==> config.mk <==
export PLATFORM = sky130hd
export DESIGN_NAME = mode_online_multi
export DESIGN_NICKNAME = d
export VERILOG_FILES = /design/src/rtl/mode_online_multi.sv
export SDC_FILE = /design/constraint.sdc
export NUM_CORES = 1
export LEC_CHECK = 0
export CORE_MARGIN = 4
export CORE_UTILIZATION = 53
export DETAILED_ROUTE_END_ITERATION = 12
export PLACE_DENSITY = 0.77
export SLEW_MARGIN = 20
export SYNTH_ARGS = -nofsm -noshare
export SYNTH_HDL_FRONTEND = slang
export SYNTH_SLANG_ARGS = --single-unit
==> constraint.sdc <==
create_clock -name clk -period 2.5 [get_ports clk]
set_input_delay 0.25 -clock clk [delete_from_list [all_inputs] [get_ports clk]]
set_output_delay 0.25 -clock clk [all_outputs]
set_load 0.005 [all_outputs]
==> src/rtl/mode_online_multi.sv <==
// Online-control mode for NUM_CH traffic lights: accepts remote commands via valid/ready
// and sequences GREEN->YELLOW->all-RED->GREEN with at most one non-RED channel at a time.
module mode_online_multi #(
    parameter int NUM_CH       = 4,
    parameter int CH_W         = 3,
    parameter int CLK_PER_SEC  = 100000000,
    parameter int TIME_W       = 5,
    parameter int YELLOW_TIME  = 3,
    parameter int ALL_RED_TIME = 2
) (
    input  logic                  clk,
    input  logic                  rst_n,
    input  logic                  enb,
    input  logic                  online,
    input  logic                  cmd_valid,
    output logic                  cmd_ready,
    input  logic [CH_W-1:0]       cmd_ch,
    input  logic [1:0]            cmd_light,
    input  logic [2*NUM_CH-1:0]   last_state,
    output logic [2*NUM_CH-1:0]   light,
    output logic [TIME_W-1:0]     light_time,
    output logic                  feedback,
    output logic                  busy,
    output logic                  cmd_err
);

    localparam int PW = (CLK_PER_SEC > 1) ? $clog2(CLK_PER_SEC) : 1;
    localparam logic [PW-1:0]     PMAX   = PW'(CLK_PER_SEC - 1);
    localparam logic [TIME_W-1:0] T_YEL  = TIME_W'(YELLOW_TIME);
    localparam logic [TIME_W-1:0] T_ARED = TIME_W'(ALL_RED_TIME);
    localparam logic [1:0] L_RED = 2'b00;
    localparam logic [1:0] L_YEL = 2'b01;
    localparam logic [1:0] L_GRN = 2'b10;

    typedef enum logic [1:0] {
        ST_IDLE   = 2'd0,
        ST_YEL    = 2'd1,
        ST_ALLRED = 2'd2
    } state_t;

    state_t                r_state;
    logic [2*NUM_CH-1:0]   r_buf;
    logic [2*NUM_CH-1:0]   r_light;
    logic                  r_act_vld;
    logic [CH_W-1:0]       r_act_ch;
    logic                  r_pend_vld;
    logic [CH_W-1:0]       r_pend_ch;
    logic [PW-1:0]         r_presc;
    logic [TIME_W-1:0]     r_time;
    logic                  r_feedback;
    logic                  r_cmd_err;

    logic                  w_ready;
    logic                  w_accept;
    logic                  w_ch_ok;
    logic                  w_invalid;
    logic                  w_wrap;
    logic                  w_last_sec;
    logic [2*NUM_CH-1:0]   w_buf_cleared;
    logic [2*NUM_CH-1:0]   w_buf_applied;

    function automatic logic [2*NUM_CH-1:0] set_ch(input logic [2*NUM_CH-1:0] b,
                                                   input logic [CH_W-1:0] ch,
                                                   input logic [1:0] v);
        logic [2*NUM_CH-1:0] r;
        r = b;
        for (int unsigned i = 0; i < NUM_CH; i++) begin
            if (ch == CH_W'(i)) r[2*i +: 2] = v;
        end
        return r;
    endfunction

    // rst_n gates ready so nothing is offered while the block is held in reset
    assign w_ready    = rst_n & enb & online & (r_state == ST_IDLE);
    assign w_accept   = cmd_valid & w_ready;
    assign w_ch_ok    = ({1'b0, cmd_ch} < (CH_W+1)'(NUM_CH));
    assign w_invalid  = ~w_ch_ok | (cmd_light == L_YEL) | (cmd_light == 2'b11);
    assign w_wrap     = (r_presc == PMAX);
    assign w_last_sec = (r_time <= TIME_W'(1));

    // Yellow exit clears the active channel; pending green lands on top of that
    assign w_buf_cleared = set_ch(r_buf, r_act_ch, L_RED);
    assign w_buf_applied = r_pend_vld ? set_ch(w_buf_cleared, r_pend_ch, L_GRN) : w_buf_cleared;

    always_ff @(posedge clk or negedge rst_n) begin
        if (!rst_n) begin
            r_state    <= ST_IDLE;
            r_buf      <= '0;
            r_light    <= '0;
            r_act_vld  <= 1'b0;
            r_act_ch   <= '0;
            r_pend_vld <= 1'b0;
            r_pend_ch  <= '0;
            r_presc    <= '0;
            r_time     <= '0;
            r_feedback <= 1'b0;
            r_cmd_err  <= 1'b0;
        end else begin
            r_feedback <= enb;
            r_light    <= enb ? r_buf : last_state;
            r_cmd_err  <= w_accept & w_invalid;

            if (!enb && r_state != ST_IDLE) begin
                r_state    <= ST_IDLE;
                r_buf      <= '0;
                r_act_vld  <= 1'b0;
                r_pend_vld <= 1'b0;
                r_presc    <= '0;
                r_time     <= '0;
            end else begin
                case (r_state)
                    ST_IDLE: begin
                        r_presc <= '0;
                        r_time  <= '0;
                        if (w_accept && !w_invalid) begin
                            if (cmd_light == L_GRN) begin
                                if (!r_act_vld) begin
                                    r_buf     <= set_ch(r_buf, cmd_ch, L_GRN);
                                    r_act_vld <= 1'b1;
                                    r_act_ch  <= cmd_ch;
                                end else if (r_act_ch != cmd_ch) begin
                                    r_buf      <= set_ch(r_buf, r_act_ch, L_YEL);
                                    r_pend_vld <= 1'b1;
                                    r_pend_ch  <= cmd_ch;
                                    r_state    <= ST_YEL;
                                    r_time     <= T_YEL;
                                end
                            end else if (r_act_vld && r_act_ch == cmd_ch) begin
                                r_buf      <= set_ch(r_buf, r_act_ch, L_YEL);
                                r_pend_vld <= 1'b0;
                                r_state    <= ST_YEL;
                                r_time     <= T_YEL;
                            end
                        end
                    end
                    ST_YEL: begin
                        if (!w_wrap) begin
                            r_presc <= r_presc + PW'(1);
                        end else begin
                            r_presc <= '0;
                            if (!w_last_sec) begin
                                r_time <= r_time - TIME_W'(1);
                            end else if (ALL_RED_TIME > 0) begin
                                r_buf     <= w_buf_cleared;
                                r_act_vld <= 1'b0;
                                r_state   <= ST_ALLRED;
                                r_time    <= T_ARED;
                            end else begin
                                r_buf      <= w_buf_applied;
                                r_act_vld  <= r_pend_vld;
                                r_act_ch   <= r_pend_ch;
                                r_pend_vld <= 1'b0;
                                r_state    <= ST_IDLE;
                                r_time     <= '0;
                            end
                        end
                    end
                    ST_ALLRED: begin
                        if (!w_wrap) begin
                            r_presc <= r_presc + PW'(1);
                        end else begin
                            r_presc <= '0;
                            if (!w_last_sec) begin
                                r_time <= r_time - TIME_W'(1);
                            end else begin
                                if (r_pend_vld) r_buf <= set_ch(r_buf, r_pend_ch, L_GRN);
                                r_act_vld  <= r_pend_vld;
                                r_act_ch   <= r_pend_ch;
                                r_pend_vld <= 1'b0;
                                r_state    <= ST_IDLE;
                                r_time     <= '0;
                            end
                        end
                    end
                    default: begin
                        r_state <= ST_IDLE;
                        r_buf   <= '0;
                        r_time  <= '0;
                        r_presc <= '0;
                    end
                endcase
            end
        end
    end

    assign cmd_ready  = w_ready;
    assign light      = r_light;
    assign light_time = r_time;
    assign feedback   = r_feedback;
    assign busy       = (r_state != ST_IDLE);
    assign cmd_err    = r_cmd_err;

endmodule

==> summary.md <==
| Metric | Value |
|---|---|
| Post-route insts no fill | `470` |
| Multi-input combinational cell area | `0.00176 mm²` |
| Synth top cells by count | `dfrtp_1, nor2_1, nand2_1` |
| Total number of vias | `2760` |
| Core area | `0.00603 mm²` |
| CP Launch Type | `flop` |
| Later-pin clock latency in the skew report | `0.35 ns` |
| CP endpoint kind | `flop` |
| Drt first pass iters | `5` |
| Final nets | `416` |
| Total Routing Usage GR | `0.212` |
| Most area-consuming cells after synthesis | `dfrtp_1, nor2_1, xor2_1` |
| DR vias/cell | `5.87` |
| VDD IR max | `0.000735 V` |
| Main synth FF type | `dfrtp_1` |
| Max Cap Violations | `0` |
| Fmax | `434 MHz` |
| Row count | `28` |
| H-Tree Depth | `3` |
| Initial antenna violation count | `0` |
| CP Data Arrival Time | `2.54 ns` |
| Fin. max-slew vios | `0` |
| Syn_nets | `367` |
| Number of remaining DRC errors | `0` |
| Register area share after synthesis | `0.450` |
| Final Hold Fails | `0` |
| Root Buffer | `clkbuf_8` |
| Cell taking the most area after synthesis | `dfrtp_1` |
| Critical path's top delay family | `simple AND/OR/NAND/NOR gates` |
| Placer Congestion | `0.943` |
| Crit Reg-Reg Endpoint | `r_act_ch[0]` |
| Tmin final | `2.31 ns` |
| Ant diodes | `0` |
| TritonCTS clock tree | `built` |
| Layout Skew | `0.00690 ns` |
| Max-slew headroom | `0.499` |
| Status | `completed` |
| Iter 0 DRT Violations | `259` |
| Clk slew on worst S/H paths | `0.07 ns` |
| Slowest cell on the critical path | `or4_4` |
| Final WS setup | `0.194 ns` |
| CP peak stage delay | `0.53 ns` |
| Buf/Inv on CP | `0` |
| Cells after DPL | `455` |
| IO Count | `35` |
| First-pass GRT wire length | `12600 µm` |
| Netlist cell types | `57` |
| Unrepaired setup endpoints after global routing | `no` |
| Post-synth design cell area | `0.00334 mm²` |
| FILL cells | `475` |
| Slew @ Worst Pin | `0.751 ns` |
| Vias in the first global route | `2671` |
| Wire per inst | `15.8 µm` |
| Power Total | `4.12 mW` |
| TritonCTS Buffers | `9` |
| Final setup violation count | `0` |
| Synth async-reset ratio | `1.00` |
| Critical path required time | `2.73 ns` |
| Area grow syn2layout | `22.2%` |
| # hold bufs at CTS | `0` |
| Reg2Reg Setup Slack | `0.19 ns` |
| Register Area | `0.00150 mm²` |
| Synthesized instance count | `342` |
| Port Buf Inserts | `34` |
| Layout cell share with drive strength beyond 1 | `0.162` |
| Initial Utilization | `0.554` |
| Detail Route Antenna Nets | `0` |
| DIE HEIGHT | `87.4 µm` |
| Syn avg cell area | `9.76 µm²` |
| Fin util | `0.677` |
| Most common cell in the synthesized netlist | `dfrtp_1` |
| Crit share post-route | `0.922` |
| YS warnings | `0` |
| Share of the synthesized area in the top cell type | `0.450` |
| Hpwl dp | `5270 µm` |
| Reg2Reg Depth | `6` |
| Setup TNS | `0 ns` |
| Largest net degree at the start of global routing | `61` |
| EDFF count, synth | `0` |
| Die ar. | `0.00763 mm²` |
| Pre-CTS WS | `0.184 ns` |
| RR Startpoint | `r_presc[0]` |
| Routed Wire Length | `7440 µm` |
| Synth Register Bits | `60` |
| Sink Count | `60` |
| PwrDens | `1010 mW/mm²` |
| Worst-path cell chain | `ha_1, nand3_1, or2_1, or4_4, a21o_1, mux2_4` |
| Die extent in x | `87.4 µm` |
| Longest Clk Path Bufs | `2` |
| Crit path max fanout | `7` |
| Crit path kind | `flop to flop` |
| Worst Hold Class | `primary input to async pin` |
| Pleak | `1.81 nW` |
| GRT Residual Overflow | `0` |
==> per-layer routing <==
layer,vias to the layer above,share of wire,track usage
li1,1311,-,-
met1,1359,0.46,0.289
met2,79,0.47,0.325
met3,11,0.057,0.0492
met4,0,0.018,0.0851
met5,-,0,0
==> logic make-up after synthesis <==
group	share of synthesized area
and+or+nand+nor	0.233
DFF	0.450
AOI/OAI and AO/OA	0.121
xor gates and xnor gates	0.0761
buffers and inverters	0.0311
muxes	0.0633
adders and majority gates	0.0262
==> worst max path at each step <==
stage,startpoint,endpoint,slack [ns],cells past startpoint
4_1_cts,r_state[1],r_buf[5],0.17,8
6_report,r_presc[0],r_act_ch[0],0.19,6
3_3_place_gp,cmd_ch[2],r_buf[5],0.21,8
3_5_place_dp,cmd_ch[0],r_buf[5],0.18,7
2_1_floorplan,r_state[0],r_buf[5],0.30,10
5_1_grt,r_state[0],r_act_ch[0],0.04,8
==> power breakdown <==
part / leakage (nW) / internal [mW] / switching, mW
Sequential: 0.812 / 1.14 / 0.180
Clock: 0.111 / 0.608 / 0.390
Combinational: 0.891 / 0.802 / 1.00
==> cell usage in the layout, fill, tap and decap left out, drive strengths merged, types with 3 or more instances in the layout <==
cell type	count
a21oi	10
a2bb2oi	3
a31oi	3
and2	4
and3	8
buf	17
clkbuf	11
clkdlybuf4s50	33
dfrtp	60
ha	7
inv	13
mux2	16
nand2	28
nand3	13
nand4	6
nor2	53
nor2b	3
nor3	8
nor4	7
o21ai	14
o22ai	3
o31ai	6
o32a	3
xnor2	10
xor2	19
==> worst reg2reg max path, stage by stage (launching register included) <==
cell and delay [ns]:
dfrtp_1 0.39, ha_1 0.21, nand3_1 0.12, or2_1 0.38
or4_4 0.53, a21o_1 0.25, mux2_4 0.31
==> final cells by class <==
class / count / area share
inverter: 13 / 0.0120
timing repair buffer: 50 / 0.112
sequential: 60 / 0.368
clock buffer: 11 / 0.0371
clock inverter: 4 / 0.0178
tap: 75 / 0.0230
multi-input combinational: 257 / 0.431
==> sequential cells by signal (all words and copies together) (netlist names) <==
name / cells
r_presc: 27
light: 8
r_buf: 8
light_time: 5
r_act_ch: 3
r_pend_ch: 3
r_state: 2
cmd_err: 1
feedback: 1
r_act_vld: 1
r_pend_vld: 1
==> stage by stage <==
stage	cell area (µm²)	hold WS, ns
finish	4080	0.0675
global route	4080	0.169
CTS	4060	0.129
detailed placement	3830	0.478
global placement	3830	0.466
floorplan	3340	-0.0456
==> timing repair <==
item,4_1_cts,5_1_grt
setup endpoints to repair,0,3
setup buffers,0,0
resized for setup,0,3
(Power assumes the default switching activity.)
